--- src/rtl/if_prefetch_queue_if.sv ---
// Bundle of the memory fetch port and the IF-side queue port of the prefetch unit.
// "master" is the prefetcher's view; "slave" is the memory / IF stage side.
interface if_prefetch_queue_if;
    logic        mem_req;
    logic [31:0] mem_addr;
    logic        mem_gnt;
    logic        mem_rvalid;
    logic [31:0] mem_rdata;
    logic        redirect;
    logic [31:0] redirect_pc;
    logic        deq;
    logic        out_valid;
    logic [31:0] out_ir;
    logic [31:0] out_npc;

    modport master (
        output mem_req, mem_addr, out_valid, out_ir, out_npc,
        input  mem_gnt, mem_rvalid, mem_rdata, redirect, redirect_pc, deq
    );

    modport slave (
        input  mem_req, mem_addr, out_valid, out_ir, out_npc,
        output mem_gnt, mem_rvalid, mem_rdata, redirect, redirect_pc, deq
    );
endinterface

--- src/rtl/if_prefetch_queue.sv ---
// Instruction prefetcher: one outstanding memory request, a small {instr, pc+4} FIFO,
// and a redirect that flushes the queue and turns any in-flight response stale.
module if_prefetch_queue #(
    parameter int          DEPTH    = 4,
    parameter logic [31:0] RESET_PC = 32'h0000_0000
) (
    input  logic                    clk,
    input  logic                    rst,
    if_prefetch_queue_if.master     io_bus
);
    localparam int AW = $clog2(DEPTH);
    localparam int CW = AW + 1;

    typedef enum logic [1:0] {
        S_FETCH = 2'd0,
        S_WAIT  = 2'd1,
        S_DROP  = 2'd2
    } state_t;

    state_t         r_state;
    logic [31:0]    r_fetch_pc;
    logic [31:0]    r_req_pc;
    logic [CW-1:0]  r_count;
    logic [AW-1:0]  r_head;
    logic [AW-1:0]  r_tail;
    logic [31:0]    r_ir  [DEPTH];
    logic [31:0]    r_npc [DEPTH];

    logic           w_req;
    logic           w_grant;
    logic           w_push;
    logic           w_pop;
    logic           w_out_valid;
    logic [31:0]    w_redirect_pc;
    logic [1:0]     w_unused_rpc_bits;

    assign w_redirect_pc     = {io_bus.redirect_pc[31:2], 2'b00};
    assign w_unused_rpc_bits = io_bus.redirect_pc[1:0];

    // Space is reserved at issue time: count can only drop while the request is in flight.
    assign w_req   = (r_state == S_FETCH) & rst & ~io_bus.redirect & (r_count < CW'(DEPTH));
    assign w_grant = w_req & io_bus.mem_gnt;
    assign w_push  = rst & (r_state == S_WAIT) & io_bus.mem_rvalid & ~io_bus.redirect;
    assign w_out_valid = rst & (r_count != '0);
    assign w_pop   = io_bus.deq & w_out_valid & ~io_bus.redirect;

    assign io_bus.mem_req   = w_req;
    assign io_bus.mem_addr  = r_fetch_pc;
    assign io_bus.out_valid = w_out_valid;
    assign io_bus.out_ir    = w_out_valid ? r_ir[r_head]  : 32'h0;
    assign io_bus.out_npc   = w_out_valid ? r_npc[r_head] : 32'h0;

    always_ff @(posedge clk) begin
        if (!rst) begin
            r_state    <= S_FETCH;
            r_fetch_pc <= RESET_PC;
            r_req_pc   <= RESET_PC;
            r_count    <= '0;
            r_head     <= '0;
            r_tail     <= '0;
        end else begin
            if (io_bus.redirect) begin
                r_fetch_pc <= w_redirect_pc;
                r_count    <= '0;
                r_head     <= '0;
                r_tail     <= '0;
            end else begin
                if (w_grant) begin
                    r_req_pc   <= r_fetch_pc;
                    r_fetch_pc <= r_fetch_pc + 32'd4;
                end
                if (w_push) r_tail <= r_tail + AW'(1);
                if (w_pop)  r_head <= r_head + AW'(1);
                case ({w_push, w_pop})
                    2'b10:   r_count <= r_count + CW'(1);
                    2'b01:   r_count <= r_count - CW'(1);
                    default: r_count <= r_count;
                endcase
            end

            // A redirect while waiting leaves the response owed but no longer wanted.
            case (r_state)
                S_FETCH: if (w_grant) r_state <= S_WAIT;
                S_WAIT: begin
                    if (io_bus.mem_rvalid)    r_state <= S_FETCH;
                    else if (io_bus.redirect) r_state <= S_DROP;
                end
                S_DROP:  if (io_bus.mem_rvalid) r_state <= S_FETCH;
                default: r_state <= S_FETCH;
            endcase
        end
    end

    always_ff @(posedge clk) begin
        if (w_push) begin
            r_ir[r_tail]  <= io_bus.mem_rdata;
            r_npc[r_tail] <= r_req_pc + 32'd4;
        end
    end
endmodule

--- src/flat_wrapper.sv ---
// flat-port wrapper written by rule: the top's interface ports become plain ports
module if_prefetch_queue_flat 
#(
    parameter int          DEPTH    = 4,
    parameter logic [31:0] RESET_PC = 32'h0000_0000
)
  (clk, rst, io_bus_mem_req, io_bus_mem_addr, io_bus_out_valid, io_bus_out_ir, io_bus_out_npc, io_bus_mem_gnt, io_bus_mem_rvalid, io_bus_mem_rdata, io_bus_redirect, io_bus_redirect_pc, io_bus_deq);
  if_prefetch_queue_if io_bus_i ();
  input  logic clk;
  input  logic rst;
  output wire logic [$bits(io_bus_i.mem_req)-1:0] io_bus_mem_req;
  output wire logic [$bits(io_bus_i.mem_addr)-1:0] io_bus_mem_addr;
  output wire logic [$bits(io_bus_i.out_valid)-1:0] io_bus_out_valid;
  output wire logic [$bits(io_bus_i.out_ir)-1:0] io_bus_out_ir;
  output wire logic [$bits(io_bus_i.out_npc)-1:0] io_bus_out_npc;
  input wire logic [$bits(io_bus_i.mem_gnt)-1:0] io_bus_mem_gnt;
  input wire logic [$bits(io_bus_i.mem_rvalid)-1:0] io_bus_mem_rvalid;
  input wire logic [$bits(io_bus_i.mem_rdata)-1:0] io_bus_mem_rdata;
  input wire logic [$bits(io_bus_i.redirect)-1:0] io_bus_redirect;
  input wire logic [$bits(io_bus_i.redirect_pc)-1:0] io_bus_redirect_pc;
  input wire logic [$bits(io_bus_i.deq)-1:0] io_bus_deq;
  assign io_bus_mem_req = io_bus_i.mem_req;
  assign io_bus_mem_addr = io_bus_i.mem_addr;
  assign io_bus_out_valid = io_bus_i.out_valid;
  assign io_bus_out_ir = io_bus_i.out_ir;
  assign io_bus_out_npc = io_bus_i.out_npc;
  assign io_bus_i.mem_gnt = io_bus_mem_gnt;
  assign io_bus_i.mem_rvalid = io_bus_mem_rvalid;
  assign io_bus_i.mem_rdata = io_bus_mem_rdata;
  assign io_bus_i.redirect = io_bus_redirect;
  assign io_bus_i.redirect_pc = io_bus_redirect_pc;
  assign io_bus_i.deq = io_bus_deq;
  if_prefetch_queue #(.DEPTH(DEPTH), .RESET_PC(RESET_PC)) u_core (.clk(clk), .rst(rst), .io_bus(io_bus_i));
endmodule
--- config.mk ---
export PLATFORM = sky130hd
export DESIGN_NAME = if_prefetch_queue_flat
export DESIGN_NICKNAME = d
export VERILOG_FILES = /design/src/rtl/if_prefetch_queue_if.sv /design/src/rtl/if_prefetch_queue.sv /design/src/flat_wrapper.sv
export SDC_FILE = /design/constraint.sdc
export NUM_CORES = 1
export LEC_CHECK = 0
export ABC_CLOCK_PERIOD_IN_PS = 9600
export CORE_MARGIN = 2
export CORE_UTILIZATION = 60
export DETAILED_ROUTE_END_ITERATION = 16
export PLACE_DENSITY = 0.85
export SYNTH_ARGS = -nofsm -noshare
export SYNTH_HDL_FRONTEND = slang
export SYNTH_SLANG_ARGS = --single-unit
--- constraint.sdc ---
create_clock -name clk -period 9.6 [get_ports clk]
set_clock_uncertainty 0.05 [all_clocks]
set_input_delay 1.92 -clock clk [delete_from_list [all_inputs] [get_ports clk]]
set_output_delay 1.92 -clock clk [all_outputs]
set_load 0.01 [all_outputs]
==> metrics.yaml, run 1 <==
power_density_mw_per_mm2: 182
port_buffers: 161
maxCapViolations: 0
irDropWorstVdd_v: 0.000135
die_w_um: 153
floorplan.core_area_mm2: 0.0218
antenna_violations_before_repair: 0
post_drt_wl_per_cell_um: 20.8
worst-path-max-fanout: 57
synth.yosys.seq_area_share_pct: 66.6
finalHoldViolations: 0
floorplan.io_pins: 168
count_of_standard_cell_rows: 54
finalSetupViolCount: 0
vias: 8316
cells_along_the_critical_path: "buf_2 > buf_4 > nand2b_1 > nor4_1 > clkdlybuf4s50_1"
timing.final.crit_period_ps: 6230
syn-mean-instance-area_um2: 14.6
power_leakage_nw: 5.63
postRouteWirelength_um: 28300
headroom_to_the_max_slew_limit_pct: 21.0
post-cts-setup-buffer-count: 0
num-fill-cells: 1294
synth_seq_cells: 319
antenna_violating_nets_post_route: 0
gate_count_post_synth: 914
cts_inserted_buffers: 31
floorplan.initialDensity_pct: 61.0
grt_first_pass_wirelength_um: 45200
drt_first_iter_violations: 708
clk_path_buf_depth: 3
cp_slowest_cell: "sky130_fd_sc_hd__buf_2"
clock_tree.htree_level_count: 1
timing.rr.start: "u_core.r_count[2]"
cpPeakStageDelay_ps: 740
clkSinkCount: 319
die_outline_height_um: 153
syn_std_cell_area_mm2: 0.0133
endpoint_kind: "primary output"
avgViaCountPerCell: 6.09
dp_hpwl_um: 16900
max_clock_freq_mhz: 161
worstSetupStartpointType: "input port"
path_class: "in2out"
gp_congestion: 0.855
area.growth.synth_to_final_pct: 22.0
rsz0062_at_grt: "no"
cts_tree: "done"
cp.arrival_ps: 4260
clockRootBuffer: "sky130_fd_sc_hd__clkbuf_16"
postSynth.asyncResetShare_pct: 0
worst_hold_startpoint: "u_core.r_req_pc[15]"
finalCritPeriodShare_pct: 64.9
grt_max_degree: 65
detailedRoute.firstPassIterationCount: 5
worst_setup_hold_path_clk_slew_ps: 60
worst_setup_path_startpoint: "rst"
holdCritPathClass: "reg2reg"
post_synth_edffs: 248
synth-main-ff-cell: "sky130_fd_sc_hd__edfxtp_1"
antenna_cells: 0
status: "finished clean"
post-layout-total-power_mw: 2.95
synth.distinct_cells: 55
fp.dieArea_mm2: 0.0234
drc_errors: 0
worst_pin_slew_ps: 1180
worstSkewPairLatency_ps: 560
cts.repair.resized: 0
synth_warnings: 0
timing.setup.tns_ps: 0
critPathRequiredTime_ps: 7630
cts_hold_repair.buffers: 0
grt.total_usage_pct: 24.2
layout_cell_share_with_drive_strength_beyond_1_pct: 13.1
number_of_global_route_vias_before_repair: 8334
final_net_count: 1138
timing.final.max_slew_violations: 0
gr-total-overflow: 0
-- through the flow --
step           hold WS (ps)  util [%]  cells  worst slack [ps]  area [um^2]
2_1_floorplan           399         -    917              4820        13300
3_3_place_gp            409      69.2   1307              3460        15100
3_5_place_dp            416      69.2   1307              3440        15100
4_1_cts                 424      74.4   1365              3400        16200
5_1_grt                 453      74.4   1365              3170        16200
6_report                424      74.4   1365              3370        16200
-- cell type report --
| class | instances | area (um^2) | share of cell area (%) |
|---|---|---|---|
| Sequential cell | 319 | 8870 | 54.6 |
| Clock buffer | 33 | 783 | 4.82 |
| Inverter | 19 | 71.3 | 0.439 |
| Clock inverter | 25 | 355 | 2.19 |
| Multi-Input combinational cell | 518 | 4130 | 25.4 |
| Tap cell | 280 | 350 | 2.16 |
| Timing Repair Buffer | 171 | 1680 | 10.4 |
-- metal layers --
metal / part of all wire (%) / track usage [%] / wire length (um)
met5: 0 / 0 / 0
met4: 2.1 / 6.48 / 592
met3: 8.1 / 4.56 / 2300
met2: 49 / 39.5 / 13800
met1: 41 / 34.2 / 11700
-- synthesized netlist by cell type (2+ instances only) --
library cell / count / area [um^2]
sky130_fd_sc_hd__and2_1: 5 / 31.3
sky130_fd_sc_hd__o22ai_1: 7 / 43.8
sky130_fd_sc_hd__a22oi_1: 10 / 75.1
sky130_fd_sc_hd__nor3_1: 8 / 40.0
sky130_fd_sc_hd__buf_2: 16 / 80.1
sky130_fd_sc_hd__mux2i_1: 3 / 30.0
sky130_fd_sc_hd__a21o_1: 2 / 15.0
sky130_fd_sc_hd__inv_1: 19 / 71.3
sky130_fd_sc_hd__buf_1: 3 / 11.3
sky130_fd_sc_hd__nor2b_1: 7 / 43.8
sky130_fd_sc_hd__nor2_1: 44 / 165
sky130_fd_sc_hd__nand2b_1: 2 / 12.5
sky130_fd_sc_hd__nor3_2: 2 / 20.0
sky130_fd_sc_hd__xnor2_1: 17 / 149
sky130_fd_sc_hd__and3_1: 72 / 450
sky130_fd_sc_hd__or3_1: 3 / 18.8
sky130_fd_sc_hd__a41oi_1: 3 / 26.3
sky130_fd_sc_hd__and4_1: 5 / 43.8
sky130_fd_sc_hd__buf_4: 5 / 37.5
sky130_fd_sc_hd__nor4_2: 2 / 25.0
sky130_fd_sc_hd__ha_1: 7 / 87.6
sky130_fd_sc_hd__nor4_1: 3 / 18.8
sky130_fd_sc_hd__clkbuf_1: 37 / 139
sky130_fd_sc_hd__a311oi_1: 2 / 17.5
sky130_fd_sc_hd__mux4_2: 62 / 1400
sky130_fd_sc_hd__nand2_1: 86 / 323
sky130_fd_sc_hd__a31oi_1: 8 / 50.1
sky130_fd_sc_hd__a32oi_1: 3 / 26.3
sky130_fd_sc_hd__xor2_1: 23 / 201
sky130_fd_sc_hd__nand4_1: 15 / 93.8
sky130_fd_sc_hd__o211ai_1: 2 / 15.0
sky130_fd_sc_hd__a221oi_1: 2 / 17.5
sky130_fd_sc_hd__o21ai_0: 10 / 50.1
sky130_fd_sc_hd__dfxtp_1: 71 / 1420
sky130_fd_sc_hd__nand3_1: 29 / 145
sky130_fd_sc_hd__nor4_4: 2 / 42.5
sky130_fd_sc_hd__edfxtp_1: 248 / 7450
sky130_fd_sc_hd__a21oi_1: 52 / 260
-- logic make-up after synthesis --
group,count (synthesis),synth area share [%]
AND/OR/NAND/NOR,293,11.8
multiplexers,66,10.8
adder cells (fa/ha/maj),8,0.808
XOR/XNOR,40,2.63
flip-flops,319,66.6
AO/OA/AOI/OAI,107,4.85
buffers and inverters,80,2.55
other,1,0.0282
-- registers in the layout, summed over array words and instances (netlist names), named ones only --
name and flops:
u_core.r_req_pc 30, u_core.io_bus.mem_addr 30, u_core.r_tail 2, u_core.r_state 2, u_core.r_ir 128, u_core.r_count 3
u_core.r_npc 120, u_core.r_head 2
-- cell usage in the layout (no fill, tap or decap), types with 3 or more instances in the layout --
master	Yosys	final
sky130_fd_sc_hd__clkinv_2	0	6
sky130_fd_sc_hd__bufinv_16	0	9
sky130_fd_sc_hd__and2_2	0	4
sky130_fd_sc_hd__inv_1	19	19
sky130_fd_sc_hd__o21ai_0	10	10
sky130_fd_sc_hd__nand2_1	86	86
sky130_fd_sc_hd__and4_1	5	5
sky130_fd_sc_hd__clkdlybuf4s50_1	0	160
sky130_fd_sc_hd__buf_4	5	10
sky130_fd_sc_hd__xnor2_1	17	17
sky130_fd_sc_hd__edfxtp_1	248	248
sky130_fd_sc_hd__a41oi_1	3	3
sky130_fd_sc_hd__nor4_1	3	3
sky130_fd_sc_hd__a31oi_1	8	8
sky130_fd_sc_hd__nand3_1	29	29
sky130_fd_sc_hd__and3_1	72	72
sky130_fd_sc_hd__a21oi_1	52	52
sky130_fd_sc_hd__a32oi_1	3	3
sky130_fd_sc_hd__clkbuf_16	0	31
sky130_fd_sc_hd__dfxtp_1	71	69
sky130_fd_sc_hd__nor2b_1	7	7
sky130_fd_sc_hd__mux4_2	62	62
sky130_fd_sc_hd__xor2_1	23	23
sky130_fd_sc_hd__clkinv_1	0	6
sky130_fd_sc_hd__o22ai_1	7	7
sky130_fd_sc_hd__nand4_1	15	15
sky130_fd_sc_hd__nor2_1	44	44
sky130_fd_sc_hd__mux2i_1	3	3
sky130_fd_sc_hd__ha_1	7	7
sky130_fd_sc_hd__conb_1	1	4
sky130_fd_sc_hd__a22oi_1	10	10
sky130_fd_sc_hd__nor3_1	8	8
-- worst max-delay path: cells and delay by family --
family                 cells  cell delay [ps]
buffers and inverters      3             1720
AND/OR/NAND/NOR            2              610
-- path summary, 6_finish.rpt --
| kind | to | slack (ps) | depth (start not counted) |
|---|---|---|---|
| setup / recovery | io_bus_mem_req | 3370 | 5 |
| hold / removal | u_core.r_req_pc[15] | 420 | 2 |
| setup reg to reg | u_core.r_count[2] | 6580 | 8 |
| hold reg to reg | u_core.r_req_pc[15] | 420 | 2 |
-- power breakdown --
| part | switching, mW | internal (mW) | leakage [nW] |
|---|---|---|---|
| Clock | 0.505 | 0.831 | 0.554 |
| Combinational | 0.0526 | 0.0535 | 2.10 |
| Sequential | 0.0195 | 1.49 | 2.98 |
Note: power is estimated with default switching activity, not from simulation.
==> run 2: changes to the inputs <==
--- a/config.mk
+++ b/config.mk
@@ -5,11 +5,11 @@
 export SDC_FILE = /design/constraint.sdc
 export NUM_CORES = 1
 export LEC_CHECK = 0
-export ABC_CLOCK_PERIOD_IN_PS = 9600
+export ABC_CLOCK_PERIOD_IN_PS = 6200
 export CORE_MARGIN = 2
-export CORE_UTILIZATION = 60
+export CORE_UTILIZATION = 55
 export DETAILED_ROUTE_END_ITERATION = 16
-export PLACE_DENSITY = 0.85
+export PLACE_DENSITY = 0.79
 export SYNTH_ARGS = -nofsm -noshare
 export SYNTH_HDL_FRONTEND = slang
 export SYNTH_SLANG_ARGS = --single-unit
==> constraint.sdc (replaced) <==
create_clock -name clk -period 6.2 [get_ports clk]
set_clock_uncertainty 0.05 [all_clocks]
set_input_delay 1.24 -clock clk [delete_from_list [all_inputs] [get_ports clk]]
set_output_delay 1.24 -clock clk [all_outputs]
set_load 0.01 [all_outputs]
==> run 2 against run 1 <==
Die area increased by 8.8%. Design area decreased by 0.89%. Register-to-register slack worse by 3400 ps. Global-route usage down 2.4 points. Critical path depth shrank 1. Worst hold slack lost 0.57 ps. Flip-flop and latch count unchanged. Sequential share of layout area up 0.49 points. Non-clock buffer count is 2 higher. Utilization decreased by 6.2 points. Wire length shrank 0.44%.
==> metrics.yaml, run 2 (synthesis gave the netlist of run 1 again) <==
status: "finished clean"
cp.arrival_ps: 3160
post-cts-setup-buffer-count: 0
clk_path_buf_depth: 3
rsz0062_at_grt: "no"
cts_hold_repair.buffers: 0
worst_hold_startpoint: "u_core.r_req_pc[15]"
dp_hpwl_um: 16600
antenna_violating_nets_post_route: 0
postRouteWirelength_um: 28200
drc_errors: 0
place_inst: 1348
cp_slowest_cell: "sky130_fd_sc_hd__dfxtp_2"
regMostFlops: "u_core.r_ir"
timing.final.max_slew_violations: 0
detailedRoute.firstPassIterationCount: 6
wl_met3_um: 1820
maxCapViolations: 0
worstSkewPairLatency_ps: 540
area.growth.synth_to_final_pct: 20.9
clock_tree.htree_level_count: 1
grt_max_degree: 72
detail_route.wirelength.met1_um: 12000
power_density_mw_per_mm2: 259
fp.dieArea_mm2: 0.0255
timing.rr.start: "u_core.r_count[2]"
avgViaCountPerCell: 5.85
delay_heaviest_family_cp: "flip-flops"
post_drt_wl_per_cell_um: 20.1
pre_cts_slack_ps: 1930
worstSetupStartpointType: "register"
worst_setup_hold_path_clk_slew_ps: 60
timing.final.crit_period_ps: 4450
count_of_standard_cell_rows: 56
antenna_violations_before_repair: 0
post-layout-total-power_mw: 4.17
timing.setup.tns_ps: 0
clockRootBuffer: "sky130_fd_sc_hd__clkbuf_16"
die_w_um: 160
utilization_pct: 68.2
irDropWorstVdd_v: 0.000161
final_net_count: 1140
cts_tree: "done"
antenna_cells: 0
endpoint_kind: "primary output"
port_buffers: 161
final_cell_mix: "sky130_fd_sc_hd__edfxtp_1, sky130_fd_sc_hd__clkdlybuf4s50_1, sky130_fd_sc_hd__nand2_1"
number_of_global_route_vias_before_repair: 8109
clkSinkCount: 319
headroom_to_the_max_slew_limit_pct: 22.4
worst_pin_slew_ps: 1160
floorplan.initialDensity_pct: 56.4
worst_slack_ps: 1750
power_leakage_nw: 5.52
final_common_cell: "sky130_fd_sc_hd__edfxtp_1"
gp_congestion: 0.821
grt_first_pass_wirelength_um: 44400
cpPeakStageDelay_ps: 1100
finalSetupViolCount: 0
holdCritPathClass: "reg2reg"
grt.total_usage_pct: 21.8
final_cell_count_no_fill: 1405
floorplan.core_area_mm2: 0.0236
layout_cell_share_with_drive_strength_beyond_1_pct: 12.3
top_regs: "u_core.r_ir x128, u_core.r_npc x120"
floorplan.io_pins: 168
path_class: "reg2out"
gr-total-overflow: 0
drt_first_iter_violations: 626
die_outline_height_um: 160
cts.repair.resized: 0
largest_register_ffs: 128
worst-path-max-fanout: 43
vias: 8222
critPathRequiredTime_ps: 4910
topmost_layer_with_routed_signal_wires: "met4"
cells_along_the_critical_path: "buf_4 > mux4_2 > and3_1 > clkdlybuf4s50_1"
crit_buf_inv: 2
finalHoldViolations: 0
num-fill-cells: 1616
max_clock_freq_mhz: 225
met2_length_um: 13900
cts_inserted_buffers: 31
finalCritPeriodShare_pct: 71.8
-- run 2: changes by cell type in the layout (fill, tap and decap cells not counted), sizes merged --
cell	previous run	this run
buf	11	13
clkinvlp	2	4
clkbuf	33	41
clkinv	12	11
bufinv	9	0
inv	21	20
-- run 2: worst register-to-register path, cell delays in order, from the launching register on --
cell                      delay (ps)
sky130_fd_sc_hd__dfxtp_1         430
sky130_fd_sc_hd__or3_2           850
sky130_fd_sc_hd__and3_1          350
sky130_fd_sc_hd__ha_1            210
sky130_fd_sc_hd__inv_1            60
sky130_fd_sc_hd__fa_1            370
sky130_fd_sc_hd__xor2_1          160
sky130_fd_sc_hd__or3_1           300
sky130_fd_sc_hd__a21oi_1         140
-- run 2: worst paths after layout --
path | to | slack (ps) | cells after the start
max | io_bus_out_npc[13] | 1750 | 4
min | u_core.r_req_pc[15] | 420 | 2
max reg2reg | u_core.r_count[2] | 3210 | 8
min reg2reg | u_core.r_req_pc[15] | 420 | 2
-- run 2: report_power, final --
part	switching, mW	total (mW)	internal [mW]
clock	0.754	1.67	0.918
combinational	0.0794	0.162	0.0829
sequential	0.0296	2.34	2.31
total	0.863	4.17	3.31
-- run 2: per-stage QoR --
stage          hold WS (ps)  instance area, um^2
3_3_place_gp            411                15200
3_5_place_dp            416                15200
2_1_floorplan           399                13300
6_report                423                16100
5_1_grt                 454                16100
4_1_cts                 424                16100
-- run 2: area by class of cell --
cell class	count	area (um^2)	area share (%)
multi-input cells	518	4130	25.6
well taps	319	399	2.48
inverters	19	71.3	0.443
clock inverters	16	80.1	0.497
repair buffers	173	1730	10.8
flip-flops and latches	319	8870	55.1
clock buffers	41	813	5.05
-- run 2: layer usage --
layer	global-route usage [%]	vias to the layer above
met4	5.37	0
met3	3.27	39
met1	30.4	4059
met5	0	-
met2	36.6	338
li1	-	3786
